`src/rtl/pow_job_scheduler.sv`:
```
// -----------------------------------------------------------------------------
// pow_job_scheduler
//   Sequences one mining job across NUM_CORES hash cores that share a single
//   increment source. On a job load the scheduler enters RUN. In RUN it grants
//   one requesting core per cycle in round-robin order. Each grant carries a
//   unique increment taken from a counter that advances by STRIDE per grant.
//   The job stops on a hit, an abort or counter exhaustion. The scheduler then
//   waits for the in-flight cores to go idle and holds the result until the
//   host acknowledges it.
//
//   Optional feature: define POW_SCHED_PERF_EN to enable the per-job grant
//   counter on o_grant_count. The counter saturates at 32'hFFFF_FFFF. When the
//   macro is not defined, o_grant_count is tied to 0.
//
// Ports
//   i_clk, i_rst_n        clock, async active-low reset
//   i_job_valid           job load request (accepted in IDLE only)
//   o_job_ready           high only in IDLE
//   i_abort               stop the running job without a result
//   i_core_req[k]         core k requests a new increment
//   i_core_busy[k]        core k has work in flight
//   o_grant               one-hot grant, qualified by o_inc_valid
//   o_inc_valid, o_inc    increment for the granted core (zero-extended to 256 b)
//   i_found, i_found_inc  hit pulse and the increment that produced the hit
//   o_done                result valid, held until i_ack
//   o_found, o_exhausted  result flags (valid with o_done)
//   o_result_inc          latched hit increment
//   i_ack                 host consumed the result
//   o_grant_count         grants issued during the current job
// -----------------------------------------------------------------------------
module pow_job_scheduler #(
    parameter int NUM_CORES = 4,
    parameter int CNT_W     = 64,
    parameter int STRIDE    = 1
) (
    input  logic                 i_clk,
    input  logic                 i_rst_n,
    input  logic                 i_job_valid,
    output logic                 o_job_ready,
    input  logic                 i_abort,
    input  logic [NUM_CORES-1:0] i_core_req,
    input  logic [NUM_CORES-1:0] i_core_busy,
    output logic [NUM_CORES-1:0] o_grant,
    output logic                 o_inc_valid,
    output logic [255:0]         o_inc,
    input  logic                 i_found,
    input  logic [CNT_W-1:0]     i_found_inc,
    output logic                 o_done,
    output logic                 o_found,
    output logic                 o_exhausted,
    output logic [CNT_W-1:0]     o_result_inc,
    input  logic                 i_ack,
    output logic [31:0]          o_grant_count
);

    localparam int IDX_W = $clog2(NUM_CORES);
    // A grant taken while the counter is above this value consumes the last
    // full STRIDE window of the counter space.
    localparam logic [CNT_W-1:0] CNT_LIM = {CNT_W{1'b1}} - CNT_W'(STRIDE);

    typedef enum logic [1:0] {S_IDLE, S_RUN, S_DRAIN, S_DONE} state_t;

    state_t                 state_q;
    logic [CNT_W-1:0]       cnt_q, cnt_d;
    logic [IDX_W-1:0]       rr_q, rr_d;
    logic                   job_ready_q;
    logic [NUM_CORES-1:0]   grant_q;
    logic                   inc_valid_q;
    logic [CNT_W-1:0]       inc_q;
    logic                   done_q, found_q, exhausted_q;
    logic [CNT_W-1:0]       result_q;

    logic                   req_any;
    logic [IDX_W-1:0]       sel_idx;
    logic [IDX_W:0]         scan_idx;
    logic                   job_load, grant_fire;

    // Round-robin pick: scan from rr_q upward with wrap-around. The first
    // requester found wins.
    always_comb begin
        // NOTE: every always_comb output gets a default first so that no path
        // leaves it unassigned and infers a latch.
        req_any  = 1'b0;
        sel_idx  = '0;
        scan_idx = '0;
        for (int i = 0; i < NUM_CORES; i++) begin
            scan_idx = {1'b0, rr_q} + (IDX_W+1)'(i);
            if (scan_idx >= (IDX_W+1)'(NUM_CORES))
                scan_idx = scan_idx - (IDX_W+1)'(NUM_CORES);
            if (!req_any && i_core_req[scan_idx]) begin
                req_any = 1'b1;
                sel_idx = scan_idx[IDX_W-1:0];
            end
        end
    end

    assign rr_d  = (sel_idx == IDX_W'(NUM_CORES - 1)) ? '0 : sel_idx + IDX_W'(1);
    assign cnt_d = cnt_q + CNT_W'(STRIDE);

    assign job_load   = (state_q == S_IDLE) && i_job_valid;
    // A hit or an abort takes priority over a grant in the same cycle.
    assign grant_fire = (state_q == S_RUN) && !i_found && !i_abort && req_any;

    always_ff @(posedge i_clk or negedge i_rst_n) begin
        if (!i_rst_n) begin
            state_q     <= S_IDLE;
            cnt_q       <= '0;
            rr_q        <= '0;
            job_ready_q <= 1'b1;
            grant_q     <= '0;
            inc_valid_q <= 1'b0;
            inc_q       <= '0;
            done_q      <= 1'b0;
            found_q     <= 1'b0;
            exhausted_q <= 1'b0;
            result_q    <= '0;
        end else begin
            // NOTE: state uses non-blocking assignments, so every read in this
            // block sees the pre-edge value regardless of statement order.
            grant_q     <= '0;
            inc_valid_q <= 1'b0;
            case (state_q)
                S_IDLE: begin
                    if (job_load) begin
                        state_q     <= S_RUN;
                        job_ready_q <= 1'b0;
                        cnt_q       <= '0;
                        rr_q        <= '0;
                        found_q     <= 1'b0;
                        exhausted_q <= 1'b0;
                        result_q    <= '0;
                    end
                end
                S_RUN: begin
                    if (i_found) begin
                        found_q  <= 1'b1;
                        result_q <= i_found_inc;
                        state_q  <= S_DRAIN;
                    end else if (i_abort) begin
                        state_q <= S_DRAIN;
                    end else if (grant_fire) begin
                        grant_q     <= NUM_CORES'(1) << sel_idx;
                        inc_valid_q <= 1'b1;
                        inc_q       <= cnt_q;
                        cnt_q       <= cnt_d;
                        rr_q        <= rr_d;
                        // The grant that crosses the limit is still issued.
                        if (cnt_q > CNT_LIM) begin
                            exhausted_q <= 1'b1;
                            state_q     <= S_DRAIN;
                        end
                    end
                end
                S_DRAIN: begin
                    // A core still in flight may report a hit. The first hit
                    // is kept.
                    if (i_found && !found_q) begin
                        found_q  <= 1'b1;
                        result_q <= i_found_inc;
                    end
                    if (i_core_busy == '0) begin
                        state_q <= S_DONE;
                        done_q  <= 1'b1;
                    end
                end
                S_DONE: begin
                    if (i_ack) begin
                        state_q     <= S_IDLE;
                        done_q      <= 1'b0;
                        job_ready_q <= 1'b1;
                        found_q     <= 1'b0;
                        exhausted_q <= 1'b0;
                        result_q    <= '0;
                    end
                end
                default: state_q <= S_IDLE;
            endcase
        end
    end

`ifdef POW_SCHED_PERF_EN
    logic [31:0] gcnt_q;

    always_ff @(posedge i_clk or negedge i_rst_n) begin
        if (!i_rst_n)
            gcnt_q <= '0;
        else if (job_load)
            gcnt_q <= '0;
        else if (grant_fire && (gcnt_q != 32'hFFFF_FFFF))
            gcnt_q <= gcnt_q + 32'd1;
    end

    assign o_grant_count = gcnt_q;
`else
    assign o_grant_count = 32'd0;
`endif

    assign o_job_ready  = job_ready_q;
    assign o_grant      = grant_q;
    assign o_inc_valid  = inc_valid_q;
    assign o_inc        = 256'(inc_q);
    assign o_done       = done_q;
    assign o_found      = found_q;
    assign o_exhausted  = exhausted_q;
    assign o_result_inc = result_q;

endmodule

```
`config.mk`:
```
export PLATFORM = sky130hd
export DESIGN_NAME = pow_job_scheduler
export DESIGN_NICKNAME = d
export VERILOG_FILES = /design/src/rtl/pow_job_scheduler.sv
export SDC_FILE = /design/constraint.sdc
export NUM_CORES = 1
export LEC_CHECK = 0
export CORE_MARGIN = 2
export CORE_UTILIZATION = 34
export DETAILED_ROUTE_END_ITERATION = 12
export PLACE_DENSITY = 0.64
export SLEW_MARGIN = 20
export SYNTH_ARGS = -nofsm -noshare
export SYNTH_HDL_FRONTEND = slang
export SYNTH_SLANG_ARGS = --single-unit
export TNS_END_PERCENT = 20
```
`constraint.sdc`:
```
create_clock -name i_clk -period 6.69 [get_ports i_clk]
set_input_delay 0.669 -clock i_clk [delete_from_list [all_inputs] [get_ports i_clk]]
set_output_delay 0.669 -clock i_clk [all_outputs]
set_load 0.02 [all_outputs]
```
-- Word level (Yosys, flattened, before mapping)
Cells that the tools add are included.
Widths: inputs -> output; s select.
- add/sub/neg operators: 9
- magnitude comparators: 9
- eq/ne operators: 15
- shift-type cells: 1
- muxes and demuxes: 65
- bitwise gates (word level): 2
- reduce and logical (&&, ||, !) cells: 27
- operators by type and width (operator ; count):
    $mux 64 ; 7
    $pmux 64 s4 ; 1
    $pmux 64 s2 ; 1
    $add 64x1->64 const B ; 1
    $gt 64x64->1 const B ; 1
    $mux 2 ; 16
    $mux 1 ; 22
    $mux 4 ; 4
    $ne 2x2->1 const B ; 8
    $lt 3x3->1 const B ; 4
    $mux 3 ; 4
    $reduce_and 5->1 ; 2
    $ge 3x3->1 const B ; 3
    $sub 3x3->3 const B ; 3
    $bmux 1 s2 ; 4
    $logic_and 1x1->1 ; 8
    $pmux 2 s4 ; 1
    $reduce_and 4->1 ; 2
    $reduce_and 7->1 ; 1
    $add 2x2->3 const B ; 2
    $eq 2x2->1 const B ; 3
    $logic_not 1->1 ; 6
    $reduce_and 3->1 ; 2
    $reduce_bool 2->1 ; 3
    other kinds (17) ; 19
- register bits: 205
- bits of input ports: 78

-- Logic depth before layout (Yosys ltp)
Gate-level depths: netlist of run 1.
- word-level depth: 20
- depth in mapped cells: 11

-- Worst setup path before layout of run 1
OpenSTA, ideal clock, no wires.
- path kind: input port to flip-flop
- start: in i_found
- end: reg state_q[1]
- setup time: 128 ps
- arrival time: 2251 ps
- required time: 6562 ps
- setup slack: 4312 ps
- cell stages on the path: 6
- buffers on the path: 0
- path through: or3b_1 > nor2_2 > nand4_1 > nor4_1 > o21a_1 > mux2_1
- longest elaborated chain between the ends: 6
- elaborated cells on any way between the ends: 9
- ends and longest elaborated chain (what ; line ; text):
    start, declared ; 46 ; input logic i_found,
    $logic_not 1->1 ; 102 ; assign grant_fire = (state_q == S_RUN) && !i_found && !i_abort && req_any;
    $logic_and 1x1->1 (3 in a row) ; 102 ;
    $ne 4x4->1 (no source line) ; n/a ;
    $reduce_and 5->1 (no source line) ; n/a ;
    end signal, assigned ; 106 ; state_q <= S_IDLE;
    end signal, assigned ; 125 ; state_q <= S_RUN;
    end signal, assigned ; 138 ; state_q <= S_DRAIN;
    end, declared ; 63 ; state_t state_q;
Parallel ways exist; a longest one is shown, timed or not.
A chain may end at the register's enable or synchronous reset.

-- Worst setup path after layout of run 1
- start: reg state_q[1]
- end: reg state_q[1]
- longest elaborated chain between the ends: 6
- elaborated cells on any way between the ends: 15
- ends and longest elaborated chain (what ; line):
    $eq 2x1->1 ; 102, 122
    $logic_and 1x1->1 (3 in a row) ; 102
    $ne 4x4->1 (no source line) ; n/a
    $reduce_and 5->1 (no source line) ; n/a
Parallel ways exist; a longest one is shown, timed or not.

==> metrics.yaml, run 1 <==
outcome: "finished, final reports clean"
powerDensity_nw_per_um2: 356
synth_flop_cell: "dfrtp_1"
synthAdderAreaFrac: 0.0115
row_count: 65
die_area_um2: 33500
wl_um: 27500
avgSynthCellArea_um2: 9.57
wl_met1_um: 10700
wl_met3_um: 1980
core_area_um2: 31600
start_util: 0.345
rr_worst_depth: 9
synth_top_area_share: 0.469
synthTopCellsByArea: "dfrtp_1 (47%), buf_4 (15%), mux2_2 (6.7%)"
yosys-mux-area-fraction: 0.0692
cts_root_buf: "clkbuf_16"
place.detailed.hpwl_um: 19800
p_sw_frac: 0.386
syn_area_um2: 10900
ir_drop_v: 0.000445
yosysMostFrequentCell: "buf_4"
die_y_um: 183
synthTopCellsByCount: "buf_4 (224), dfrtp_1 (204), nand2_1 (187)"
synth_edf_count: 0
crit_required_ps: 7080
critPathMaxFanout: 71
p_comb_frac: 0.374
htree_num_levels: 1
synth_simple_gate_area_share: 0.152
async_reset_ff_frac: 1.00
synth-compound-area-share: 0.106
clkTransAtPathRegs_ps: 60
cp-start-kind: "flop"
setup_viol: 0
postCtsSetupBuffers: 0
top_level_ports: 439
setup.worst_path.class: "reg2reg"
p_sw_w: 0.00184
die_w_um: 183
synth_top_family_by_area: "buffers and inverters"
cts_sinks: 205
min_period_over_period: 0.527
grt_pass1_vias: 7497
gp_congestion: 0.785
netlist_instances: 1137
p_int_w: 0.00294
slew_viol_final: 0
drt-wirelength-per-cell_um: 15.7
via_count: 8079
netlist.top_cell.by_area: "dfrtp_1"
drc: 0
drtPass1Iterations: 5
n_fill_cell: 3049
end_kind: "flop"
cts_tree: "built"
io_buffers: 214
maxClockFrequency_mhz: 284
ant_nets: 0
drive_gt1_frac: 0.0976
clock_power_share: 0.287
synth_xor_area_frac: 0.0113
viasPerCell: 4.61
cts_buffer_depth: 3
setup_tns_ps: 0
power_frac_seq: 0.339
gr-total-overflow: 0
cts-hold-fix-buffers: 0
yosysSeqAreaShare: 0.471
critPathArrivalTime_ps: 3910
syn2layout_area_growth_pct: 23.3
drt-initial-drc-count: 367
synthDistinctLibCells: 55
met2WireLength_um: 14000
post_cts_resize_count: 0
grt_max_degree: 130
synth-seq-cells: 205
ys_warn_count: 0
rsz0062_at_grt: "no"
grt_pass1_wl_um: 42100
holdCritPathClass: "in2async"
grtUsageTotal: 0.158
finClkSkew_ps: 15.5
clk_latency_ps: 520
tightest_slew_ps: 1010
routed.top_layer: "met4"
relSlewSlack: 0.326
antenna_found_initial: 0
power_leakage_nw: 6.05
maxCapViolCount: 0
final_nets: 1424
post-route-util: 0.426
n_antenna_cell: 0
hold_viol: 0
layout_min_cycle_time_ps: 3520
cts_buffers: 24
-- metrics by stage --
step                hold slack, ps  area, um^2  total power, W  setup slack [ps]  std cells
floorplan                      373       11700         0.00285              4310       1360
global placement               462       12600         0.00343              2820       1712
detailed placement             470       12600         0.00346              2670       1712
CTS                            182       13400         0.00485              3160       1754
global route                   197       13400         0.00510              3030       1754
finish                         149       13400         0.00478              3170       1754
-- flip-flops by register name (all words and copies together) (netlist names) --
name          count
cnt_q            64
inc_q            64
o_done            1
o_exhausted       1
o_found           1
o_grant           4
o_inc_valid       1
o_job_ready       1
o_result_inc     64
rr_q              2
state_q           2
-- cells by family after synthesis --
family | after synthesis
simple gates | 354
buf+inv | 292
flops | 205
compound gates | 194
mux | 67
xor+xnor | 14
fa+ha+maj | 10
other cells | 1
-- critical path, stage by stage (launching register included) --
cell     delay (ps)
dfrtp_1         410
inv_1           100
ha_2            180
or3b_1          480
nor2_4          150
buf_4           700
nand4_1         190
nor4_1          640
o21a_1          210
mux2_1          330
-- power by group through the flow --
stage                     sequential, W  combinational (W)  clock (W)
after global placement          0.00164            0.00179          0
after global routing            0.00166            0.00198    0.00146
after CTS                       0.00163            0.00182    0.00141
after floorplan                 0.00182            0.00103          0
after detailed placement        0.00165            0.00181          0
final                           0.00162            0.00179    0.00137
-- worst paths after layout --
| kind | startpoint | end | slack, ps |
|---|---|---|---|
| worst max-delay path | state_q[1] | state_q[1] | 3170 |
| min in group i_clk | o_result_inc[54] | o_result_inc[54] | 480 |
| worst min register to register | o_result_inc[54] | o_result_inc[54] | 480 |
| worst min-delay path | i_rst_n | o_result_inc[46] | 150 |
| worst max register to register | state_q[1] | state_q[1] | 3170 |
| max in group asynchronous | i_rst_n | inc_q[45] | 5300 |
-- metal layers --
layer / global-route usage / vias up
met2: 0.275 / 308
met3: 0.0399 / 41
met5: 0 / -
li1: - / 3826
met4: 0.0512 / 0
met1: 0.191 / 3904
-- area by class of cell --
cell class                 count  area [um^2]  area share
tap                          402          503      0.0375
multi-input combinational    863         4670       0.348
inverter                      19         71.3     0.00531
sequential                   205         5130       0.382
timing repair buffer         223         2220       0.165
clock inverter                12          148      0.0110
clock buffer                  30          684      0.0510
-- layout by cell type (no fill, tap or decap), types with 21 or more instances in the layout --
cell / n
clkbuf_16: 25
nor2_1: 39
a21oi_1: 23
nand4_1: 21
clkdlybuf4s50_1: 213
mux2_2: 65
conb_1: 224
nand2_1: 186
o21ai_0: 95
dfrtp_1: 204
nand3_1: 31
No activity file was read; power rests on OpenSTA's default activity.
==> run 2: changes to the inputs <==
Settings changed: PLACE_DENSITY 0.64 to 0.67.
Clock period 6.69 ns to 3 ns, I/O delays scaled along.
==> run 2 against run 1 <==
Critical path depth decreased by 1; flip-flop and latch count unchanged; design area increased by 1.8%; highest routed layer unchanged.
==> metrics.yaml, run 2 (synthesized netlist as in run 1, its figures left out) <==
final_cell_mix: "conb_1 (224), clkdlybuf4s50_1 (213), dfrtp_1 (204), nand2_1 (186), o21ai_0 (95)"
grtUsageTotal: 0.154  # -0.00380
htree_num_levels: 1  # unchanged
total_power_w: 0.0110  # +130%
drt-initial-drc-count: 431  # +17%
ant_nets: 0  # unchanged
holdCritPathClass: "in2reg"
power_leakage_nw: 6.19  # +2.2%
postCtsSetupBuffers: 0  # unchanged
finalInstanceArea_um2: 13700  # +1.8%
drive_gt1_frac: 0.108  # +0.0103
via_count: 8123  # +0.54%
drt-wirelength-per-cell_um: 15.1  # -3.9%
slowest_delay_ps: 540  # -160 ps
n_antenna_cell: 0  # unchanged
finClkSkew_ps: 8.69  # -6.78 ps
drtPass1Iterations: 6  # +1
critPathMaxFanout: 6  # -92%
outcome: "finished, final reports clean"
maxClockFrequency_mhz: 371  # +31%
crit_required_ps: 3390  # -3690 ps
stdcell_count: 1773  # +1.1%
clk_latency_ps: 520  # about the same
cts_root_buf: "clkbuf_16"
io_buffers: 214  # unchanged
row_count: 65  # unchanged
start_util: 0.345  # unchanged
rsz0062_at_grt: "no"
tightest_slew_ps: 780  # -227 ps
die_area_um2: 33500  # unchanged
ff_latch_area_um2: 5130  # unchanged
cp_num_buf_inv: 1  # -1
n_fill_cell: 3029  # -0.66%
powerDensity_nw_per_um2: 803  # +130%
ir_drop_v: 0.000525  # +18%
antenna_found_initial: 0  # unchanged
cts_tree: "built"
crit_slowest_cell: "nor4_1"
wl_um: 26700  # -2.9%
grt_max_degree: 98  # -25%
critPathArrivalTime_ps: 3090  # -820 ps
syn2layout_area_growth_pct: 25.5
relSlewSlack: 0.480  # +0.154
min_period_over_period: 0.898  # +0.371
maxCapViolCount: 0  # unchanged
top_level_ports: 439  # unchanged
final_common_cell: "conb_1"
grt_pass1_wl_um: 41800  # -0.89%
worstPathCellList: "inv_1 > ha_2 > or3b_1 > nor2_4 > nand4_1 > nor4_1 > o21a_1 > mux2_1"
path_delay_family: "simple AND/OR/NAND/NOR gates"
cp-start-kind: "flop"
grt_pass1_vias: 7544  # +0.63%
placed_area_um2: 12800  # +1.6%
setup.worst_path.class: "reg2reg"
die_w_um: 183  # unchanged
cts_buffer_depth: 3  # unchanged
clkTransAtPathRegs_ps: 60  # about the same
multi_input_area_um2: 4670  # -0.11%
final_nets: 1441  # +1.2%
end_kind: "flop"
gp_congestion: 0.803  # +2.3%
setup_viol: 0  # unchanged
slew_viol_final: 0  # unchanged
place.detailed.hpwl_um: 19400  # -1.8%
numPlacedInstances: 1728  # +0.93%
setup_tns_ps: 0  # unchanged
cts_sinks: 205  # unchanged
gr-total-overflow: 0  # unchanged
layout_min_cycle_time_ps: 2690  # -829 ps
drc: 0  # unchanged
core_area_um2: 31600  # unchanged
cts_buffers: 24  # unchanged
die_y_um: 183  # unchanged
hold_viol: 0  # unchanged
viasPerCell: 4.58  # -0.53%
run 2: cell count changes in the layout (fill, tap and decap cells not counted), sizes merged:
| cell | delta |
|---|---|
| clkbuf | +2 |
| dlygate4sd3 | +1 |
| inv | +1 |
| bufinv | +2 |
| clkinv | -3 |
| clkinvlp | -1 |
| buf | +17 |
run 2: worst register-to-register path, cell delays in order, from the launching register on:
cell and delay, ps:
dfrtp_1 410, inv_1 100, ha_2 170, or3b_1 490, nor2_4 210, nand4_1 100, nor4_1 540, o21a_1 220
mux2_1 330
run 2: path summary, 6_finish.rpt:
check / end / slack (ps) / depth (start not counted) / startpoint
worst min-delay path: o_result_inc[21] / 340 / 3 / i_found_inc[21]
worst max register to register: state_q[1] / 310 / 8 / state_q[1]
max in group asynchronous: o_job_ready / 1690 / 3 / i_rst_n
min in group asynchronous: inc_q[13] / 420 / 2 / i_rst_n
worst max-delay path: state_q[1] / 310 / 8 / state_q[1]
worst min register to register: o_result_inc[29] / 480 / 2 / o_result_inc[29]
run 2: power by group:
group | leakage [nW] | internal, W | switching, W
combinational | 2.98 | 0.00156 | 0.00259
clock | 0.428 | 0.00203 | 0.00118
sequential | 2.78 | 0.00327 | 0.000341
total | 6.19 | 0.00686 | 0.00411
run 2: routing by layer:
metal,global-route usage,wire [um]
met3,0.0349,1940
met1,0.197,10800
met4,0.0333,422
met5,0,0
met2,0.267,13500
run 2: repair_timing:
action / in CTS / in global routing
hold buffers: 1 / 0
endpoints found under the hold margin: 92 / 0
setup endpoints to repair: 0 / 16
resized for setup: 0 / 2
run 2: stage by stage:
stage | setup WS (ps) | hold WS [ps] | util
after floorplan | 703 | 4.41 | -
after global placement | 181 | 398 | 0.405
after detailed placement | 80.6 | 403 | 0.405
after CTS | 188 | 315 | 0.433
after global routing | 48.3 | 333 | 0.433
final | 305 | 335 | 0.433
run 2: final cells by class:
| class | instances | area share |
|---|---|---|
| multi-input combinational | 863 | 0.342 |
| sequential | 205 | 0.375 |
| timing repair buffer | 240 | 0.177 |
| inverter | 19 | 0.00522 |
| clock buffer | 33 | 0.0502 |
| tap | 402 | 0.0368 |
| clock inverter | 11 | 0.0138 |
